===== config.mk =====
export PLATFORM = sky130hd
export DESIGN_NAME = esp_req_arbiter_flat
export DESIGN_NICKNAME = d
export VERILOG_FILES = /design/src/rtl/esp_arb_pkg.sv /design/src/rtl/esp_req_arbiter_if.sv /design/src/rtl/esp_req_arbiter_rr_pick.sv /design/src/rtl/esp_req_arbiter.sv /design/src/flat_wrapper.sv
export SDC_FILE = /design/constraint.sdc
export NUM_CORES = 1
export LEC_CHECK = 0
export CORE_MARGIN = 2
export CORE_UTILIZATION = 56
export CTS_CLUSTER_DIAMETER = 100
export CTS_CLUSTER_SIZE = 8
export DETAILED_ROUTE_END_ITERATION = 8
export MAX_ROUTING_LAYER = met4
export PLACE_DENSITY = 0.79
export SYNTH_ARGS = -nofsm -noshare
export SYNTH_HDL_FRONTEND = slang
export SYNTH_SLANG_ARGS = --single-unit

===== constraint.sdc =====
create_clock -name clk -period 2.3 [get_ports clk]
set_clock_uncertainty 0.1 [all_clocks]
set_input_delay 0.46 -clock clk [delete_from_list [all_inputs] [get_ports clk]]
set_output_delay 0.46 -clock clk [all_outputs]
set_load 0.02 [all_outputs]

===== src/rtl/esp_arb_pkg.sv =====
// rtl/esp_arb_pkg.sv - shared constants and state encoding for the ESP request arbiter
package esp_arb_pkg;

  localparam logic [2:0] ESP_S_TRS_IO_IN  = 3'd0;
  localparam logic [2:0] ESP_S_TRS_IO_OUT = 3'd1;
  localparam logic [2:0] ESP_S_FREHD_IN   = 3'd2;
  localparam logic [2:0] ESP_S_FREHD_OUT  = 3'd3;
  localparam logic [2:0] ESP_S_PRINTER_RD = 3'd4;
  localparam logic [2:0] ESP_S_PRINTER_WR = 3'd5;
  localparam logic [2:0] ESP_S_XRAY       = 3'd6;

  localparam int unsigned REQ_TRSIO   = 0;
  localparam int unsigned REQ_FREHD   = 1;
  localparam int unsigned REQ_PRINTER = 2;
  localparam int unsigned REQ_XRAY    = 3;

  localparam int unsigned CNT_W = 8;

  typedef enum logic [1:0] {
    ST_IDLE      = 2'd0,
    ST_PULSE     = 2'd1,
    ST_WAIT_DONE = 2'd2
  } arb_state_e;

endpackage


===== src/rtl/esp_req_arbiter_if.sv =====
// rtl/esp_req_arbiter_if.sv - requester and ESP pin bundle of the ESP request arbiter
interface esp_req_arbiter_if #(
  parameter int unsigned N = 4
);
  logic [N-1:0]   req;
  logic [3*N-1:0] req_code;
  logic           esp_done;
  logic           err_clr;
  logic           esp_req;
  logic [2:0]     esp_s;
  logic           wait_out;
  logic [N-1:0]   grant;
  logic           done;
  logic           timeout_err;

  modport master (
    output req, req_code, esp_done, err_clr,
    input  esp_req, esp_s, wait_out, grant, done, timeout_err
  );

  modport slave (
    input  req, req_code, esp_done, err_clr,
    output esp_req, esp_s, wait_out, grant, done, timeout_err
  );
endinterface


===== src/rtl/esp_req_arbiter_rr_pick.sv =====
// rtl/esp_req_arbiter_rr_pick.sv - round-robin find-first starting one slot after the pointer
module rr_pick #(
  parameter int unsigned N  = 4,
  parameter int unsigned IW = 2
) (
  input  logic [N-1:0]  pend,
  input  logic [IW-1:0] ptr,
  output logic          valid,
  output logic [IW-1:0] idx
);

  always_comb begin
    valid = 1'b0;
    idx   = '0;
    for (int unsigned k = 1; k <= N; k++) begin
      if (!valid && pend[(32'(ptr) + k) % N]) begin
        valid = 1'b1;
        idx   = IW'((32'(ptr) + k) % N);
      end
    end
  end

endmodule


===== src/rtl/esp_req_arbiter.sv =====
// rtl/esp_req_arbiter.sv - latches internal ESP requests, grants them round-robin and
// sequences ESP_REQ / ESP_S / WAIT until ESP_DONE or timeout
module esp_req_arbiter
  import esp_arb_pkg::*;
#(
  parameter int unsigned   N         = 4,
  parameter int unsigned   REQ_PULSE = 50,
  parameter int unsigned   TIMEOUT   = 2_000_000,
  parameter logic [N-1:0]  WAIT_MASK = 4'b0111
) (
  input logic clk,
  input logic reset,
  esp_req_arbiter_if.slave bus
);

  localparam int unsigned IW = (N > 1) ? $clog2(N) : 1;
  localparam int unsigned TW = $clog2(TIMEOUT + 1);

  arb_state_e          state_q, state_d;
  logic [N-1:0]        pend_q, pend_d;
  logic [N-1:0][2:0]   code_q, code_d;
  logic [IW-1:0]       ptr_q, ptr_d;
  logic [IW-1:0]       win_q, win_d;
  logic [2:0]          cur_code_q, cur_code_d;
  logic [CNT_W-1:0]    cnt_q, cnt_d;
  logic [TW-1:0]       tmo_q, tmo_d;
  logic                seen_q, seen_d;
  logic                done_q, done_d;
  logic                terr_q, terr_d;
  logic [2:0]          sync_q, sync_d;
  logic                done_edge_q, done_edge_d;

  logic                pick_valid;
  logic [IW-1:0]       pick_idx;
  logic                active;
  logic [N-1:0]        grant_oh;

  rr_pick #(
    .N  (N),
    .IW (IW)
  ) u_rr_pick (
    .pend  (pend_q),
    .ptr   (ptr_q),
    .valid (pick_valid),
    .idx   (pick_idx)
  );

  // Two sync stages plus a delayed copy; the edge itself is registered once more.
  always_comb begin
    sync_d      = {sync_q[1:0], bus.esp_done};
    done_edge_d = sync_q[1] & ~sync_q[2];
  end

  always_comb begin
    state_d    = state_q;
    pend_d     = pend_q;
    code_d     = code_q;
    ptr_d      = ptr_q;
    win_d      = win_q;
    cur_code_d = cur_code_q;
    cnt_d      = cnt_q;
    tmo_d      = tmo_q;
    seen_d     = seen_q;
    done_d     = 1'b0;
    terr_d     = terr_q;

    for (int unsigned i = 0; i < N; i++) begin
      if (bus.req[i] && !pend_q[i]) begin
        pend_d[i] = 1'b1;
        code_d[i] = bus.req_code[3*i +: 3];
      end
    end

    if (bus.err_clr) begin
      terr_d = 1'b0;
    end

    unique case (state_q)
      ST_IDLE: begin
        if (pick_valid) begin
          pend_d[pick_idx] = 1'b0;
          ptr_d            = pick_idx;
          win_d            = pick_idx;
          cur_code_d       = code_q[pick_idx];
          cnt_d            = CNT_W'(REQ_PULSE);
          seen_d           = 1'b0;
          state_d          = ST_PULSE;
        end
      end
      ST_PULSE: begin
        seen_d = seen_q | done_edge_q;
        if (cnt_q == CNT_W'(1)) begin
          tmo_d   = TW'(TIMEOUT - REQ_PULSE);
          state_d = ST_WAIT_DONE;
        end else begin
          cnt_d = cnt_q - CNT_W'(1);
        end
      end
      ST_WAIT_DONE: begin
        // A real completion beats a timeout expiring in the same cycle.
        if (seen_q || done_edge_q) begin
          done_d  = 1'b1;
          state_d = ST_IDLE;
        end else if (tmo_q == TW'(1)) begin
          done_d  = 1'b1;
          terr_d  = 1'b1;
          state_d = ST_IDLE;
        end else begin
          tmo_d = tmo_q - TW'(1);
        end
      end
      default: state_d = ST_IDLE;
    endcase
  end

  always_ff @(posedge clk) begin
    if (reset) begin
      state_q     <= ST_IDLE;
      pend_q      <= '0;
      code_q      <= '0;
      ptr_q       <= IW'(N - 1);
      win_q       <= '0;
      cur_code_q  <= '0;
      cnt_q       <= '0;
      tmo_q       <= '0;
      seen_q      <= 1'b0;
      done_q      <= 1'b0;
      terr_q      <= 1'b0;
      sync_q      <= '0;
      done_edge_q <= 1'b0;
    end else begin
      state_q     <= state_d;
      pend_q      <= pend_d;
      code_q      <= code_d;
      ptr_q       <= ptr_d;
      win_q       <= win_d;
      cur_code_q  <= cur_code_d;
      cnt_q       <= cnt_d;
      tmo_q       <= tmo_d;
      seen_q      <= seen_d;
      done_q      <= done_d;
      terr_q      <= terr_d;
      sync_q      <= sync_d;
      done_edge_q <= done_edge_d;
    end
  end

  always_comb begin
    active   = (state_q != ST_IDLE);
    grant_oh = '0;
    if (active) begin
      grant_oh[win_q] = 1'b1;
    end
  end

  assign bus.esp_req     = (state_q == ST_PULSE);
  assign bus.esp_s       = active ? cur_code_q : 3'd0;
  assign bus.wait_out    = active & WAIT_MASK[win_q];
  assign bus.grant       = grant_oh;
  assign bus.done        = done_q;
  assign bus.timeout_err = terr_q;

endmodule

===== src/flat_wrapper.sv =====
// flat-port wrapper written by rule: the top's interface ports become plain ports
module esp_req_arbiter_flat import esp_arb_pkg::*;
#(
  parameter int unsigned   N         = 4,
  parameter int unsigned   REQ_PULSE = 50,
  parameter int unsigned   TIMEOUT   = 2_000_000,
  parameter logic [N-1:0]  WAIT_MASK = 4'b0111
)
  (clk, reset, bus_req, bus_req_code, bus_esp_done, bus_err_clr, bus_esp_req, bus_esp_s, bus_wait_out, bus_grant, bus_done, bus_timeout_err);
  esp_req_arbiter_if #(.N(N)) bus_i ();
  input logic clk;
  input logic reset;
  input wire logic [$bits(bus_i.req)-1:0] bus_req;
  input wire logic [$bits(bus_i.req_code)-1:0] bus_req_code;
  input wire logic [$bits(bus_i.esp_done)-1:0] bus_esp_done;
  input wire logic [$bits(bus_i.err_clr)-1:0] bus_err_clr;
  output wire logic [$bits(bus_i.esp_req)-1:0] bus_esp_req;
  output wire logic [$bits(bus_i.esp_s)-1:0] bus_esp_s;
  output wire logic [$bits(bus_i.wait_out)-1:0] bus_wait_out;
  output wire logic [$bits(bus_i.grant)-1:0] bus_grant;
  output wire logic [$bits(bus_i.done)-1:0] bus_done;
  output wire logic [$bits(bus_i.timeout_err)-1:0] bus_timeout_err;
  assign bus_i.req = bus_req;
  assign bus_i.req_code = bus_req_code;
  assign bus_i.esp_done = bus_esp_done;
  assign bus_i.err_clr = bus_err_clr;
  assign bus_esp_req = bus_i.esp_req;
  assign bus_esp_s = bus_i.esp_s;
  assign bus_wait_out = bus_i.wait_out;
  assign bus_grant = bus_i.grant;
  assign bus_done = bus_i.done;
  assign bus_timeout_err = bus_i.timeout_err;
  esp_req_arbiter #(.N(N), .REQ_PULSE(REQ_PULSE), .TIMEOUT(TIMEOUT), .WAIT_MASK(WAIT_MASK)) u_core (.clk(clk), .reset(reset), .bus(bus_i));
endmodule

# Yosys cells after proc, flatten, opt, wreduce, memory -nomap -nowiden
# Index checks and enable logic that the tools add are counted.
op_classes:
  add_sub_neg: 6
  magnitude_cmp: 8
  eq_ne: 10
  muxes: 52
  n_bitwise: 7
  n_reduce_logical: 27
ops:
  columns: ["cell", "count"]
  rows:
  - ["21-bit 2-to-1 mux", 3]
  - ["21-bit case mux with 2 select lines", 1]
  - ["1-bit 2-to-1 mux", 22]
  - ["21-bit by 1-bit == test with 1-bit output (second input constant)", 1]
  - ["21-bit by 1-bit subtractor with 21-bit output (second input constant)", 1]
  - ["2-bit by 3-bit less-than comparator with 1-bit output (second input constant)", 6]
  - ["2-bit 2-to-1 mux", 8]
  - ["8-bit 2-to-1 mux", 2]
  - ["8-bit case mux with 2 select lines", 1]
  - ["4-bit 2-to-1 mux", 3]
  - ["1-bit binary-select mux with 2-bit select", 5]
  - ["1-bit logical AND", 9]
  - ["8-bit by 1-bit == test with 1-bit output (second input constant)", 1]
  - ["8-bit by 1-bit subtractor with 8-bit output (second input constant)", 1]
  - ["1-bit logical NOT", 7]
  - ["3-bit binary-select mux with 2-bit select", 1]
  - ["3-bit 2-to-1 mux", 2]
  - ["2-bit != test (second input constant)", 3]
  - ["2-bit case mux with 3 select lines", 1]
  - ["3-bit AND reduction", 2]
  - ["2-bit nonzero test", 3]
  - ["2-bit by 1-bit adder with 2-bit output (second input constant)", 2]
  - ["2-bit adder (second input constant)", 2]
  - ["4-bit bitwise AND", 1]
  - ["other kinds (16)", 22]
word_totals:
  regBits: 61
  input_bits: 20
  output_inout_bits: 11
  wordCells: 126

# Logic depth before layout (Yosys ltp)
# Gate-level depths: netlist (run 1).
depth:
  word_depth: 21
  ltp_mapped: 7
  mapped_depth_nobuf: 7

# Cells and area by module
# Synthesis (run 1) repeated with hierarchy kept, for this count alone.
hier_totals:
  cells_unflattened: 315
  area_unflattened_um2: 2870.3
modules_own_cells:
  columns: ["module", "n_inst", "cells_each", "area_each_um2", "seq_area_each_um2"]
  rows:
  - ["esp_req_arbiter", 1, 301, 2778.9, 1221.2]
  - ["rr_pick", 1, 14, 91.3, 0.0]

# Worst setup path before layout (run 1)
# Ideal clock, no wire load.
synth_path:
  path_type: "reg-to-reg"
  start: "reg u_core.state_q[1]"
  end: "reg u_core.tmo_q[20]"
  setup_ns: 0.133
  arrival_time_ns: 1.732
  path_slack_ns: 0.336
  stages_incl_launch_ff: 7
  n_path_buf: 1
  synth_period_minus_slack_ns: 1.964
  path_cell_list: "dfxtp_1 -> buf_4 -> or4b_4 -> nor4b_4 -> and4bb_1 -> xnor2_1 -> a21oi_1"
synth_between:
  elab_chain_cells: 3
synth_rtl:
  columns: ["item", "line_no", "rtl"]
  rows:
  - ["start: declaration", "esp_req_arbiter.sv:19", "arb_state_e state_q, state_d;"]
  - ["start signal: assignment", "esp_req_arbiter.sv:132", "state_q <= state_d;"]
  - ["2-bit == test / 2-bit by 1-bit == test with 1-bit output (equally long branches)", "esp_req_arbiter.sv:78", "unique case (state_q)"]
  - ["2-bit != test (no source line), or another cell as far along", null, null]
  - ["4-bit AND reduction (no source line)", null, null]
  - ["end signal: assignment", "esp_req_arbiter.sv:139", "tmo_q <= tmo_d;"]
  - ["end: declaration", "esp_req_arbiter.sv:26", "logic [TW-1:0] tmo_q, tmo_d;"]
# Several ways; a longest one is shown, not always the timed one.
# A chain may end at the register's enable or synchronous reset.

# Worst setup path in the final report (run 1)
layout_path:
  start: "reg u_core.pend_q[3]"
  end: "reg u_core.cur_code_q[2]"
layout_between:
  elab_chain_cells: 14
layout_rtl:
  columns: ["item", "line_no", "rtl"]
  rows:
  - ["start: declaration", "esp_req_arbiter.sv:20", "logic [N-1:0] pend_q, pend_d;"]
  - ["start signal: assignment", "esp_req_arbiter.sv:133", "pend_q <= pend_d;"]
  - ["1-bit binary-select mux with 2-bit select", "esp_req_arbiter_rr_pick.sv:16", "if (!valid && pend[(32'(ptr) + k) % N]) begin"]
  - ["1-bit 2-to-1 mux (implied by the code)", "esp_req_arbiter_rr_pick.sv:16", null]
  - ["1-bit 2-to-1 mux", "esp_req_arbiter_rr_pick.sv:16", null]
  - ["1-bit logical NOT", "esp_req_arbiter_rr_pick.sv:16", null]
  - ["1-bit logical AND", "esp_req_arbiter_rr_pick.sv:16", null]
  - ["1-bit 2-to-1 mux", "esp_req_arbiter_rr_pick.sv:16", null]
  - ["1-bit logical NOT", "esp_req_arbiter_rr_pick.sv:16", null]
  - ["1-bit logical AND", "esp_req_arbiter_rr_pick.sv:16", null]
  - ["1-bit 2-to-1 mux", "esp_req_arbiter_rr_pick.sv:16", null]
  - ["1-bit logical NOT", "esp_req_arbiter_rr_pick.sv:16", null]
  - ["1-bit logical AND", "esp_req_arbiter_rr_pick.sv:16", null]
  - ["2-bit 2-to-1 mux", "esp_req_arbiter_rr_pick.sv:16", null]
  - ["3-bit binary-select mux with 2-bit select", "esp_req_arbiter.sv:84", "cur_code_d = code_q[pick_idx];"]
  - ["3-bit 2-to-1 mux (implied by the code)", "esp_req_arbiter.sv:84", null]
  - ["end signal: assignment", "esp_req_arbiter.sv:137", "cur_code_q <= cur_code_d;"]
  - ["end: declaration", "esp_req_arbiter.sv:24", "logic [2:0] cur_code_q, cur_code_d;"]
# Several ways; a longest one is shown, not always the timed one. The select of a mux whose other input is x is not followed.

==> impl_metrics.toml, run 1 <==
[status]
outcome = "complete, no violations"

[logic_synthesis]
yosys.area.top_type = "dfxtp_1"
netlist_area_mm2 = 0.00290
yosysWarnings = 0
synth-seq-cells = 61
ys_top_cells_by_area = "dfxtp_1 (42%), nor2_1 (7.3%), xor2_1 (5.7%), mux2i_1 (4.1%), a21oi_1 (3.8%)"
syn_inst = 326
synth_top_area_share_pct = 42.1
synthesis.nets = 350
ys.flop_type = "dfxtp_1"
synth-edff-count = 0
ys_types = 52
async_reset_ff_share_pct = 0
yosysSeqAreaShare_pct = 42.1
synth_area_per_cell_um2 = 8.89

[pwr]
p_per_area_mw_per_mm2 = 841
power_leakage_nw = 1.43
vdd_drop_max_uv = 435

[timing]
hold_viol = 0
period_needed_ns = 2.14
worstMarginPinSlew_ns = 0.689
hold_ws_ns = 0.298
final_max_slew_viol_count = 0
fin_crit_sh_pct = 93.3
fmax_mhz = 466
setup_viol = 0
max_slew_margin_pct = 53.5
rsz0062_at_grt = "false"
fin_tns_setup_ns = 0

[die]
ios = 31
dieWidth_um = 76.0
initial_core_util_pct = 57.5
die_h_um = 76.0
num_rows = 26
die_area_mm2 = 0.00577
core_area_mm2 = 0.00504

[setup_path]
critical_path_class = "flip-flop to flip-flop"
ff2ff_setup_slack_ns = 0.16
startpoint = "u_core.pend_q[3]$_SDFF_PP0_"
cp-end-kind = "flip-flop"
regToRegEndpoint = "u_core.cur_code_q[2]$_SDFFE_PP0P_"
reg2reg_depth = 5
r2r_start = "u_core.pend_q[3]$_SDFF_PP0_"
arrival_ns = 2.30
critical_path_required_ns = 2.46
critPathLaunchType = "flip-flop"
crit_path_max_fanout = 8

[clock_tree]
tritoncts = "built"
cts.clk_slew.worst_paths_ns = 0.06
holdBufCountCts = 0
cts_sinks = 61
clk_path_buf_depth = 2
htreeDepth = 3
cts_buffers = 9
clkLatencyLatePin_ns = 0.34
post_cts_buffers = 0
cts_resized = 7
cts_root_buffer = "clkbuf_8"

[grt]
antenna_found_initial = 0
grt_use_total_pct = 23.3
grt_pass1_vias = 2318
grt_pass1_wl_mm = 10.6
overflow = 0
grt_max_degree = 41

[drt]
final_antenna_net_count = 0
routedWlPerCell_um = 13.8
vias = 2465
drc = 0
routed_wl_mm = 6.10
first_iter_violations = 94
avgViaCountPerCell = 5.58
first_pass_iters = 4

[place]
dpl.hpwl_mm = 4.33
dpl_cell_area_mm2 = 0.00335
place.gp.congestion = 0.898
io_buffers = 30

[run]
cap_violations = 0

[cells_and_area]
register_area_mm2 = 0.00122
antenna_cells = 0
syn2layout_area_growth_pct = 22.5
final_net_count = 393
stdcell_area_mm2 = 0.00355
multi_input_area_mm2 = 0.00158
drive_gt1_share_pct = 11.0
final_util_pct = 70.4
nFillCells = 406

[min_path]
hold_path.class = "flip-flop to flip-flop"
worstHoldEndpoint = "u_core.done_edge_q$_SDFF_PP0_"
hp-start = "u_core.sync_q[2]$_SDFF_PP0_"
hold_depth = 1
==> worst max-delay path by stage <==
stage                                                   end  slack, ns  cells past startpoint
final                     u_core.cur_code_q[2]$_SDFFE_PP0P_       0.16                      5
after floorplan               u_core.tmo_q[20]$_SDFFE_PP0P_       0.34                      6
after CTS                                      bus_esp_s[1]      0.004                      4
after global routing          u_core.tmo_q[20]$_SDFFE_PP0P_       0.06                      5
after global placement        u_core.tmo_q[18]$_SDFFE_PP0P_       0.25                      6
after detailed placement       u_core.cnt_q[1]$_SDFFE_PP0P_       0.18                      5
==> metal layers <==
| layer | part of all wire (%) | global-route usage, % | vias to the layer above |
|---|---|---|---|
| li1 | - | - | 1244 |
| met1 | 48 | 29.6 | 1150 |
| met2 | 45 | 34.2 | 58 |
| met3 | 5.0 | 5.24 | 13 |
| met4 | 2.0 | 13.6 | 0 |
| met5 | 0 | - | - |
==> registers in the layout (all words and copies together), names as in the netlist, 3 cells and up <==
name / cells
u_core.code_q: 12
u_core.cnt_q: 8
u_core.pend_q: 4
u_core.tmo_q: 21
u_core.sync_q: 3
u_core.cur_code_q: 3
==> cell usage after synthesis (all sizes together) (3+ instances only) <==
cell type	count
xor2	19
inv	14
o21ai	13
xnor2	7
ha	4
nor2b	14
nor2	56
mux2i	12
a311oi	4
nor3	11
clkbuf	10
nand4	5
nand2	5
nor4	6
nand2b	3
dfxtp	61
a31oi	3
nor4b	4
o2111ai	3
o211ai	10
a21oi	22
nand3	9
==> through the flow <==
stage | power, mW | worst slack [ns] | instances
after floorplan | 1.80 | 0.336 | 326
after global placement | 2.03 | 0.247 | 428
after detailed placement | 2.04 | 0.178 | 428
after CTS | 2.99 | 0.00430 | 442
after global routing | 3.14 | 0.0597 | 442
final | 2.99 | 0.155 | 442
==> layout by cell type, fill, tap and decap left out, drive strengths merged, types with 3 or more instances in the layout <==
cell type and instances:
nand4 5, a21oi 22, a31oi 3, nor3 11, o211ai 10, buf 13, ha 4, nand3 9
dfxtp 61, nor2b 14, o21ai 13, xnor2 7, nand2 5, inv 14, nor2 56, o2111ai 3
nor4 6, a311oi 4, clkbuf 13, mux2i 12, xor2 19, clkdlybuf4s50 21, nor4b 4, nand2b 3
dlygate4sd2 7
==> report_power, final <==
part / switching (mW) / total [mW] / internal, mW
Combinational: 0.414 / 0.745 / 0.331
Clock: 0.389 / 0.966 / 0.578
Sequential: 0.111 / 1.28 / 1.17
==> area by class of cell <==
class,instances,area share (%)
Multi-Input combinational cell,240,44.6
Sequential cell,61,34.4
Timing Repair Buffer,43,11.5
Clock buffer,13,4.76
Tap cell,70,2.47
Inverter,14,1.48
Clock inverter,1,0.846
==> cells by family after synthesis <==
group / share of synthesized area [%]
mux: 4.53
flops: 42.1
fa+ha+maj: 1.73
compound gates: 14.7
simple gates: 25.6
xor+xnor: 7.86
buf+inv: 3.41
==> critical path, cell delays in order (launching register included) <==
cell and delay (ns):
dfxtp_1 0.45, nor2b_1 0.31, o21ai_0 0.22, nand3_1 0.38
mux2_2 0.42, o31ai_1 0.18
Power figures use the tool's default switching activity.
==> run 2: changes to the inputs <==
--- a/config.mk
+++ b/config.mk
@@ -5,13 +5,14 @@
 export SDC_FILE = /design/constraint.sdc
 export NUM_CORES = 1
 export LEC_CHECK = 0
+export ABC_AREA = 1
 export CORE_MARGIN = 2
-export CORE_UTILIZATION = 56
+export CORE_UTILIZATION = 58
 export CTS_CLUSTER_DIAMETER = 100
 export CTS_CLUSTER_SIZE = 8
 export DETAILED_ROUTE_END_ITERATION = 8
 export MAX_ROUTING_LAYER = met4
-export PLACE_DENSITY = 0.79
+export PLACE_DENSITY = 0.8
 export SYNTH_ARGS = -nofsm -noshare
 export SYNTH_HDL_FRONTEND = slang
 export SYNTH_SLANG_ARGS = --single-unit
==> impl_metrics.toml, run 2 <==
[clock_tree]
htreeDepth = 3
clk_path_buf_depth = 2
cts_resized = 2
cts_root_buffer = "clkbuf_8"
tritoncts = "built"
cts.clk_slew.worst_paths_ns = 0.07
clkLatencyLatePin_ns = 0.35
post_cts_buffers = 0
cts_sinks = 61
holdBufCountCts = 0
cts_buffers = 9

[logic_synthesis]
netlist_area_mm2 = 0.00342
async_reset_ff_share_pct = 0
yosysMostFrequentCell = "nand2_1"
synthesis.nets = 519
ys_types = 39
synth_top_area_share_pct = 35.7
ys_top_cells_by_area = "dfxtp_1 (36%), nand2_1 (12%), nor2_1 (10%), inv_1 (4.7%), a21oi_1 (4.1%)"
yosysWarnings = 0
synth-edff-count = 0
synth-seq-cells = 61
yosysSeqAreaShare_pct = 35.7
synth_area_per_cell_um2 = 6.91
syn_inst = 495
synth_top_cells_by_count = "nand2_1 (111), nor2_1 (91), dfxtp_1 (61), inv_1 (43), a21oi_1 (28)"
yosys.area.top_type = "dfxtp_1"
ys.flop_type = "dfxtp_1"

[grt]
grt_pass1_vias = 2951
antenna_found_initial = 0
grt_max_degree = 39
grt_use_total_pct = 27.1
overflow = 0
grt_pass1_wl_mm = 13.3

[timing]
final_max_slew_viol_count = 0
hold_viol = 0
max_slew_margin_pct = 70.7
worstMarginPinSlew_ns = 0.439
rsz0062_at_grt = "false"
fin_tns_setup_ns = 0
fin_crit_sh_pct = 97.3
period_needed_ns = 2.24
setup_slack_ns = 0.0615
fmax_mhz = 447
setup_viol = 0

[die]
dieWidth_um = 80.8
initial_core_util_pct = 61.0
ios = 31
core_area_mm2 = 0.00561
num_rows = 27
die_h_um = 80.8
die_area_mm2 = 0.00653

[setup_path]
critical_path_required_ns = 1.74
cp-end-kind = "output pin"
critPathLaunchType = "flip-flop"
critical_path_class = "flip-flop to output pin"
r2r_start = "u_core.ptr_q[0]$_SDFFE_PP1P_"
startpoint = "u_core.state_q[1]$_SDFFE_PP0P_"
arrival_ns = 1.68
crit_path_max_fanout = 9

[cells_and_area]
top_register = "u_core.tmo_q"
antenna_cells = 0
final_cell_mix = "nand2_1 (111), nor2_1 (90), dfxtp_1 (61), inv_1 (43), a21oi_1 (28)"
final_net_count = 554
syn2layout_area_growth_pct = 17.7
reg_top3 = "u_core.tmo_q: 21 flops, u_core.code_q: 12 flops, u_core.cnt_q: 8 flops"
drive_gt1_share_pct = 11.4
final_common_cell = "nand2_1"
largest_reg_flops = 21

[drt]
dr.max_layer_used = "met4"
vias = 3257
final_antenna_net_count = 0
wl_met3_um = 426
met2_length_mm = 3.64
first_iter_violations = 321
first_pass_iters = 5
routed_wl_mm = 7.90
wl_met1_mm = 3.72
routedWlPerCell_um = 13.0
drc = 0
avgViaCountPerCell = 5.37

[run]
cap_violations = 0

[place]
dpl.hpwl_mm = 5.70
io_buffers = 30
place.gp.congestion = 0.924
post-place-ws_ns = 0.322

[pwr]
vdd_drop_max_uv = 856
power_leakage_nw = 1.95
power_mw = 5.49
p_per_area_mw_per_mm2 = 1360

[min_path]
hold_path.class = "flip-flop to flip-flop"
hp-start = "u_core.sync_q[2]$_SDFF_PP0_"

[status]
outcome = "complete, no violations"
## run 2: metal layers
metal,vias up,global-route usage [%]
li1,1665,-
met1,1471,35.3
met2,107,42.6
met3,14,5.44
met4,0,8.64
met5,-,-
## run 2: worst max-delay path, cell delays in order (launching register included)
cell	delay [ns]
dfxtp_1	0.38
nor2_1	0.06
buf_4	0.17
nor2_1	0.12
clkdlybuf4s50_1	0.61
## run 2: worst paths after layout
check                                  endpoint  slack (ns)  cells after the start
setup / recovery                   bus_esp_s[1]        0.06                      4
hold / removal    u_core.done_edge_q$_SDFF_PP0_        0.29                      1
setup reg to reg    u_core.pend_q[0]$_SDFF_PP0_        0.33                     12
hold reg to reg   u_core.done_edge_q$_SDFF_PP0_        0.29                      1
## run 2: area by class of cell
cell class,count,area [um2]
clock buffer,10,138
sequential,61,1220
tap,72,90.1
inverter,48,185
clock inverter,6,62.6
multi-input combinational,373,1950
timing repair buffer,37,382
fill,491,1580
## run 2: logic make-up after synthesis
group / after synthesis / synth area share (%)
adders and majority gates: 4 / 1.46
and+or+nand+nor: 280 / 38.6
DFF: 61 / 35.7
buffers and inverters: 61 / 7.42
xor gates and xnor gates: 23 / 5.89
AOI/OAI and AO/OA: 66 / 10.9
## run 2: stage by stage
step,hold WS [ns],cells,util (%),area (um2)
2_1_floorplan,0.273,495,-,3420
3_3_place_gp,0.282,591,67.9,3810
3_5_place_dp,0.291,591,67.9,3810
4_1_cts,0.301,607,71.5,4010
5_1_grt,0.308,607,71.8,4030
6_report,0.294,607,71.8,4030
## run 2: power by group
| group | total, mW | leakage, nW | internal (mW) | switching, mW |
|---|---|---|---|---|
| Sequential | 1.48 | 0.499 | 1.28 | 0.198 |
| Clock | 0.968 | 0.0943 | 0.525 | 0.443 |
| Combinational | 3.05 | 1.35 | 1.11 | 1.94 |
| Total | 5.49 | 1.95 | 2.91 | 2.58 |
==> run 3: changes to the inputs <==
--- a/config.mk
+++ b/config.mk
@@ -6,13 +6,14 @@
 export NUM_CORES = 1
 export LEC_CHECK = 0
 export ABC_AREA = 1
+export CORE_ASPECT_RATIO = 1.25
 export CORE_MARGIN = 2
-export CORE_UTILIZATION = 58
+export CORE_UTILIZATION = 62
 export CTS_CLUSTER_DIAMETER = 100
 export CTS_CLUSTER_SIZE = 8
 export DETAILED_ROUTE_END_ITERATION = 8
 export MAX_ROUTING_LAYER = met4
-export PLACE_DENSITY = 0.8
+export PLACE_DENSITY = 0.85
 export SYNTH_ARGS = -nofsm -noshare
 export SYNTH_HDL_FRONTEND = slang
 export SYNTH_SLANG_ARGS = --single-unit
==> constraint.sdc (replaced) <==
create_clock -name clk -period 2.6 [get_ports clk]
set_clock_uncertainty 0.1 [all_clocks]
set_input_delay 0.52 -clock clk [delete_from_list [all_inputs] [get_ports clk]]
set_output_delay 0.52 -clock clk [all_outputs]
set_load 0.02 [all_outputs]
==> impl_metrics.toml, run 3 (synthesis results as in run 2) <==
[grt]
grtUsageMet2_pct = 46.5
overflow = 0
antenna_found_initial = 0
grt-busiest-layer = "met2"
met1_usage_pct = 30.1
grt_use_total_pct = 27.3
grt_max_degree = 39
gr-usage-met3_pct = 6.60
grt_pass1_wl_mm = 13.0
grt_pass1_vias = 3018

[cells_and_area]
antenna_cells = 0
final_cell_mix = "nand2_1 (111), nor2_1 (91), dfxtp_1 (61), inv_1 (43), clkdlybuf4s50_1 (30)"
nFillCells = 432
drive_gt1_share_pct = 10.2
final_net_count = 552
final_common_cell = "nand2_1"
largest_reg_flops = 21
syn2layout_area_growth_pct = 15.8
stdcell_area_mm2 = 0.00396
top_register = "u_core.tmo_q"
reg_top3 = "u_core.tmo_q: 21 flops, u_core.code_q: 12 flops, u_core.cnt_q: 8 flops"

[drt]
vias = 3267
first_iter_violations = 206
first_pass_iters = 5
avgViaCountPerCell = 5.48
routedWlPerCell_um = 12.9
final_antenna_net_count = 0
drc = 0
routed_wl_mm = 7.68

[place]
dpl_cell_area_mm2 = 0.00377
place.gp.congestion = 0.934
dpl.hpwl_mm = 5.55
io_buffers = 30

[setup_path]
ff2ff_setup_slack_ns = 0.40
critPathLaunchType = "flip-flop"
crit_path_max_fanout = 6
critical_path_required_ns = 1.98
critical_path_class = "flip-flop to output pin"
r2r_start = "u_core.ptr_q[0]$_SDFFE_PP1P_"
cp-end-kind = "output pin"
arrival_ns = 1.72
regToRegEndpoint = "u_core.cur_code_q[0]$_SDFFE_PP0P_"
reg2reg_depth = 13

[die]
dieWidth_um = 70.4
die_h_um = 87.0
num_rows = 30
ios = 31
core_area_mm2 = 0.00537
die_area_mm2 = 0.00613
initial_core_util_pct = 63.7

[timing]
fin_crit_sh_pct = 89.8
worstMarginPinSlew_ns = 0.626
rsz0062_at_grt = "false"
hold_viol = 0
fmax_mhz = 428
max_slew_margin_pct = 58.2
setup_viol = 0
final_max_slew_viol_count = 0
period_needed_ns = 2.34
fin_tns_setup_ns = 0

[pwr]
vdd_drop_max_uv = 748
p_switching_mw = 2.21
swShare_pct = 46.0
comb_power_share_pct = 55.1
p_per_area_mw_per_mm2 = 1210
power_frac_clock_pct = 17.5
power_leakage_nw = 1.81
p_int_mw = 2.59
seq_power_share_pct = 27.4

[min_path]
worstHoldEndpoint = "u_core.done_edge_q$_SDFF_PP0_"
hp-start = "u_core.sync_q[2]$_SDFF_PP0_"
hold_depth = 1
hold_path.class = "flip-flop to flip-flop"

[clock_tree]
cts_buffers = 9
holdBufCountCts = 0
cts_root_buffer = "clkbuf_8"
post_cts_buffers = 0
cts_sinks = 61
cts_resized = 0
clk_path_buf_depth = 2
cts.clk_slew.worst_paths_ns = 0.06
tritoncts = "built"
clkLatencyLatePin_ns = 0.34
htreeDepth = 3

[run]
cap_violations = 0

[status]
outcome = "complete, no violations"
-- run 3: cell types whose count changed in the layout (fill, tap and decap cells not counted), sizes merged --
cell           delta
buf               -2
clkbuf            +4
clkdlybuf4s50     +8
clkinv            -2
clkinvlp          -3
dlygate4sd2       -1
dlymetal6s2s      -7
-- run 3: how the worst max path moves through the flow --
| stage | startpoint | end | slack [ns] | depth (start not counted) |
|---|---|---|---|---|
| detailed placement | u_core.ptr_q[0]$_SDFFE_PP1P_ | u_core.cur_code_q[1]$_SDFFE_PP0P_ | 0.46 | 14 |
| finish | u_core.state_q[0]$_SDFFE_PP0P_ | bus_esp_req | 0.26 | 3 |
| floorplan | u_core.state_q[0]$_SDFFE_PP0P_ | u_core.tmo_q[15]$_SDFFE_PP0P_ | 0.73 | 9 |
| global route | u_core.state_q[0]$_SDFFE_PP0P_ | bus_esp_req | 0.18 | 3 |
| CTS | u_core.state_q[0]$_SDFFE_PP0P_ | bus_esp_req | 0.24 | 3 |
| global placement | u_core.ptr_q[0]$_SDFFE_PP1P_ | u_core.cur_code_q[1]$_SDFFE_PP0P_ | 0.53 | 14 |
-- run 3: area by class of cell --
type / instances / area [um2] / share of cell area (%)
Clock inverter: 1 / 30.0 / 0.758
Clock buffer: 14 / 163 / 4.10
Tap cell: 64 / 80.1 / 2.02
Multi-Input combinational cell: 373 / 1950 / 49.1
Timing Repair Buffer: 35 / 338 / 8.53
Inverter: 48 / 185 / 4.67
Sequential cell: 61 / 1220 / 30.8
-- run 3: metal layers --
metal | part of all wire (%) | routed length (um)
met3 | 4.1 | 312
met5 | 0 | 0
met1 | 42 | 3200
met4 | 2.9 | 226
met2 | 51 | 3940
-- run 3: worst max-delay path, cell delays in order, from the launching register on --
cell             delay [ns]
dfxtp_1                0.34
inv_1                  0.06
nor2_1                 0.30
clkdlybuf4s50_1        0.68
-- run 3: per-stage QoR --
stage | worst slack [ns] | hold WS [ns] | utilization (%) | total power [mW] | instances
finish | 0.264 | 0.287 | 73.8 | 4.81 | 596
global route | 0.181 | 0.318 | 73.8 | 5.19 | 596
CTS | 0.238 | 0.294 | 73.8 | 4.80 | 596
detailed placement | 0.460 | 0.285 | 70.2 | 3.95 | 581
global placement | 0.530 | 0.279 | 70.2 | 3.90 | 581
floorplan | 0.735 | 0.273 | - | 3.42 | 495
-- run 3: power groups by stage --
stage | Clock (mW) | Sequential, mW | Combinational (mW)
6_report | 0.841 | 1.32 | 2.65
5_1_grt | 0.893 | 1.35 | 2.95
4_1_cts | 0.846 | 1.31 | 2.64
3_5_place_dp | 0 | 1.33 | 2.62
3_3_place_gp | 0 | 1.32 | 2.58
2_1_floorplan | 0 | 1.28 | 2.14
==> RTL edit 1: new RTL, flow settings as in run 2 <==
`CNT_W`: 8 -> 10.
--- a/src/rtl/esp_arb_pkg.sv
+++ b/src/rtl/esp_arb_pkg.sv
@@ -16,3 +16,3 @@
 
-  localparam int unsigned CNT_W = 8;
+  localparam int unsigned CNT_W = 10;
 
Check against the original RTL: no difference found for any inputs over 4 cycles, from zero or initial values and one cycle with reset high; that may be too few to reach the edited logic, so the function may still have changed.
==> RTL edit 1 against run 2 <==
- synthesized area increased by 0.11%
- critical path depth fell by 1
- sequential share of layout area rose by 1.3 points
- setup slack lost 0.0075 ns
- count of clock-buffer cells in the layout stayed put
- design area fell by 0.87%
- global-route usage up 0.56 points
- largest power group unchanged
- cell count is 3.8% higher
- wire length up 1.7%
- largest cell class unchanged
- die area is 0.11% higher
- power rose by 1.2%
- sequential cell count increased by 2
- core utilization is 0.62 points lower
==> RTL edit 1: results (changes against run 2) <==
| Metric | Value |
|---|---|
| Status | complete, no violations (unchanged) |
| Xor/xnor share of the synthesized area | 4.86% (was 5.89%) |
| Cell variety after synth | 35 (was 39) |
| Placed insts | 614 (was 591) |
| Maximum vdd ir drop | 0.773 mV (was 0.856 mV) |
| Pin count of the biggest net entering global routing | 40 (was 39) |
| Layout Cells excl Fill | 630 (was 607) |
| Net count, final | 577 (was 554) |
| YS warnings | 0 (unchanged) |
| Final HPWL from detailed placement | 5.81 mm (was 5.70 mm) |
| Biggest regs | u_core.tmo_q x21, u_core.code_q x12, u_core.cnt_q x10 (was u_core.tmo_q x21, u_core.code_q x12, u_core.cnt_q x8) |
| Net count of the mapped netlist | 543 (was 519) |
| Total GRT Usage | 27.6% (was 27.1%) |
| Number of DRC markers in iteration 0 | 286 (was 321) |
| Hold WC Path Type | reg2reg (unchanged) |
| Most frequent cells after synthesis | nand2_1 (121), nor2_1 (94), dfxtp_1 (63) (was nand2_1 (111), nor2_1 (91), dfxtp_1 (61)) |
| Worst path max stage delay | 0.64 ns (was 0.61 ns) |
| Top post-synthesis cells by area | dfxtp_1 (37%), nand2_1 (13%), nor2_1 (10%) (was dfxtp_1 (36%), nand2_1 (12%), nor2_1 (10%)) |
| Multiplexer area fraction after synthesis | 0% (unchanged) |
| First-pass GRT wire length | 13.7 mm (was 13.3 mm) |
| Sw frac | 47.8% (was 47.0%) |
| TritonCTS Buffers | 9 (unchanged) |
| N_diodes | 0 (unchanged) |
| Root Driver | clkbuf_8 (unchanged) |
| Vias per cell | 5.31 (was 5.37) |
| Register area share after synthesis | 36.8% (was 35.7%) |
| Vias in the first global route | 3100 (was 2951) |
| Leak | 0.00187 uW (was 0.00195 uW) |
| Worst-path clk slew | 0.07 ns (about the same) |
| R2R cell count | 11 (was 12) |
| Cts repair resizes | 0 (was 2) |
| Slew @ Worst Pin | 0.428 ns (was 0.439 ns) |
| Post-Synth Adder-Cell Area | 1.46% (about the same) |
| GP Congestion | 0.918 (was 0.924) |
| Synthesized area per cell | 6.60 sq um (was 6.91 sq um) |
| Post-Route WL | 8.04 mm (was 7.90 mm) |
| Post-synthesis compound-gate area fraction | 12.5% (was 10.9%) |
| Share of layout cells above drive strength 1 | 8.96% (was 11.4%) |
## RTL edit 1: cell count changes after synthesis, sizes merged, moves of 5 or more
cell / change
xnor2: -8
nand3: +6
nor2: +7
o21ai: +7
nand4: -5
nor4: -5
a21oi: +6
inv: +11
## RTL edit 1: final timing paths
path	to	slack [ns]
hold reg to reg	u_core.done_edge_q	0.29
setup reg to reg	u_core.cur_code_q[1]	0.24
hold / removal	u_core.done_edge_q	0.29
setup / recovery	bus_grant[2]	0.05
## RTL edit 1: area by class of cell
cell class / count / area, sq um
Tap cell: 72 / 90.1
Inverter: 59 / 223
Multi-Input combinational cell: 384 / 1870
Timing Repair Buffer: 36 / 353
Fill cell: 493 / 1620
Clock inverter: 6 / 60.1
Clock buffer: 10 / 138
Sequential cell: 63 / 1260
## RTL edit 1: power groups by stage
stage / logic [uW] / registers [uW] / clock network, uW
final: 3060 / 1540 / 958
after global routing: 3470 / 1560 / 1020
after CTS: 3040 / 1530 / 967
after detailed placement: 3020 / 1550 / 0
after global placement: 2950 / 1540 / 0
after floorplan: 2440 / 1490 / 0
## RTL edit 1: per-layer routing
layer,GRT usage (%),share of wire (%),vias to the layer above
met1,35.5,48,1506
met3,3.89,4.9,21
li1,-,-,1724
met2,43.8,46,96
met4,11.5,2.0,0
met5,-,0,-
## RTL edit 1: per-stage QoR
step / TNS (ns) / setup slack (ns) / util [%] / instance area (sq um) / hold slack (ns)
after floorplan: 0 / 0.556 / - / 3420 / 0.273
after global placement: 0 / 0.329 / 67.4 / 3780 / 0.277
after detailed placement: 0 / 0.289 / 67.4 / 3780 / 0.291
after CTS: 0 / 0.0263 / 71.0 / 3980 / 0.301
after global routing: -0.000516 / -0.000516 / 71.2 / 3990 / 0.317
final: 0 / 0.0539 / 71.2 / 3990 / 0.295
==> RTL edit 2: new RTL, flow settings as in run 2 <==
Made on the original files. Make the reset (`reset`) asynchronous in one clocked block.
--- a/src/rtl/esp_req_arbiter.sv
+++ b/src/rtl/esp_req_arbiter.sv
@@ -115,3 +115,3 @@
 
-  always_ff @(posedge clk) begin
+  always_ff @(posedge clk or posedge reset) begin
     if (reset) begin
Check against the original RTL: differs if reset is asserted again (counterexample within 4 cycles, from zero or initial values and one cycle with reset high); with reset held inactive, the same outputs for 4 cycles.
==> RTL edit 2 against run 2 <==
- global-route usage decreased by 0.60 points
- core utilization increased by 0.14 points
- cell count decreased by 11%
- sequential share of layout area increased by 7.8 points
- synthesized cell count decreased by 14%
- die area decreased by 0.48%
- critical path depth decreased by 1
- critical path type unchanged
- power increased by 8.8%
- highest routed layer unchanged
- wire length decreased by 8.8%
- sequential cell count unchanged
- synthesized area decreased by 0.51%
- design area decreased by 0.40%
- setup slack improved by 0.022 ns
==> RTL edit 2: results (changes against run 2) <==
| Metric | Value |
|---|---|
| Post-synthesis compound-gate area fraction | 8.12% (was 10.9%) |
| Vias in the first global route | 2815 (was 2951) |
| Number of DRC markers in iteration 0 | 227 (was 321) |
| Status | complete, no violations (unchanged) |
| Crit-path max FO | 9 (unchanged) |
| Worst path arrival time | 1.66 ns (was 1.68 ns) |
| 1st-pass router iterations | 5 (unchanged) |
| Register area share after synthesis | 44.9% (was 35.7%) |
| Hold Path Depth | 0 (was 1) |
| Initial antenna violation count | 0 (unchanged) |
| Maximum vdd ir drop | 0.898 mV (was 0.856 mV) |
| Post-Route WL | 7.21 mm (was 7.90 mm) |
| Routed vias | 2917 (was 3257) |
| Post-Synth Adder-Cell Area | 1.47% (was 1.46%) |
| Leak | 0.00199 uW (was 0.00195 uW) |
| Hold WC Path Type | reg2reg (unchanged) |
| Slew @ Worst Pin | 0.473 ns (was 0.439 ns) |
| Top post-synthesis cells by area | dfrtp_1 (43%), nand2_1 (11%), inv_1 (5.5%) (was dfxtp_1 (36%), nand2_1 (12%), nor2_1 (10%)) |
| Pin count of the biggest net entering global routing | 21 (was 39) |
| Area after DPL | 0.00380 sq mm (was 0.00381 sq mm) |
| Clock Path Buffers | 2 (unchanged) |
| Biggest register | u_core.tmo_q (unchanged) |
| Worst-skew pair later-pin latency | 0.34 ns |
| H-Tree Depth | 3 (unchanged) |
| Port-buffer cells | 30 (unchanged) |
| Most frequent cells after synthesis | nand2_1 (101), dfrtp_1 (59), inv_1 (50) (was nand2_1 (111), nor2_1 (91), dfxtp_1 (61)) |
| Net count of the mapped netlist | 448 (was 519) |
| YS warnings | 0 (unchanged) |
| R2R cell count | 13 (was 12) |
| Setup WS pre-CTS | 0.177 ns (was 0.322 ns) |
| Xor/xnor share of the synthesized area | 2.06% (was 5.89%) |
| Final HPWL from detailed placement | 5.51 mm (was 5.70 mm) |
| Total GRT Usage | 26.5% (was 27.1%) |
| Net count, final | 490 (was 554) |
| Fill cell count | 459 (was 491) |
| Share of layout cells above drive strength 1 | 15.9% (was 11.4%) |
| First-pass GRT wire length | 12.8 mm (was 13.3 mm) |
| Cell variety after synth | 40 (was 39) |
| Post-synth ARST share | 100% (was 0%) |
| Multiplexer area fraction after synthesis | 3.97% (was 0%) |
| GP Congestion | 0.879 (was 0.924) |
==> RTL edit 2: worst paths after layout <==
check | end | startpoint | slack, ns
setup / recovery | bus_esp_s[1] | u_core.state_q[0] | 0.08
hold reg to reg | u_core.sync_q[1] | u_core.sync_q[0] | 0.25
max in group asynchronous | u_core.tmo_q[18] | reset | 1.17
setup reg to reg | u_core.cur_code_q[1] | u_core.ptr_q[0] | 0.18
min in group asynchronous | u_core.done_edge_q | reset | 0.34
hold / removal | u_core.sync_q[1] | u_core.sync_q[0] | 0.25
==> RTL edit 2: critical path, stage by stage (launching register included) <==
cell,delay (ns)
dfrtp_1,0.42
nor2_4,0.27
nor2_1,0.08
clkdlybuf4s50_1,0.54
==> RTL edit 2: timing repair <==
| action | in CTS | in global routing |
|---|---|---|
| endpoints found under the setup margin | 8 | 6 |
| endpoints found under the hold margin | 0 | 0 |
| resized for setup | 1 | 5 |
==> RTL edit 2: per-stage QoR <==
step	hold slack [ns]	instances
final	0.253	543
after global routing	0.260	543
after CTS	0.256	543
after detailed placement	0.242	527
after global placement	0.237	527
after floorplan	0.231	424
==> RTL edit 2: cell type report <==
type	instances	area (sq um)	share of cell area, %
sequential	61	1530	38.1
clock buffer	12	145	3.62
inverter	57	224	5.59
multi-input combinational	301	1620	40.4
clock inverter	4	47.5	1.19
timing repair buffer	36	355	8.86
tap	72	90.1	2.25
==> RTL edit 2: power breakdown <==
group	internal (uW)	leakage, uW	total (uW)	switching (uW)
Combinational	1150	0.00114	3180	2030
Clock	527	0.0000964	934	408
Sequential	1500	0.000755	1860	365
Total	3170	0.00199	5970	2800
==> RTL edit 2: layer usage <==
metal	wire length, microns	GRT usage, %
met3	294	4.04
met2	3360	40.3
met5	0	-
met4	127	10.3
met1	3430	36.1
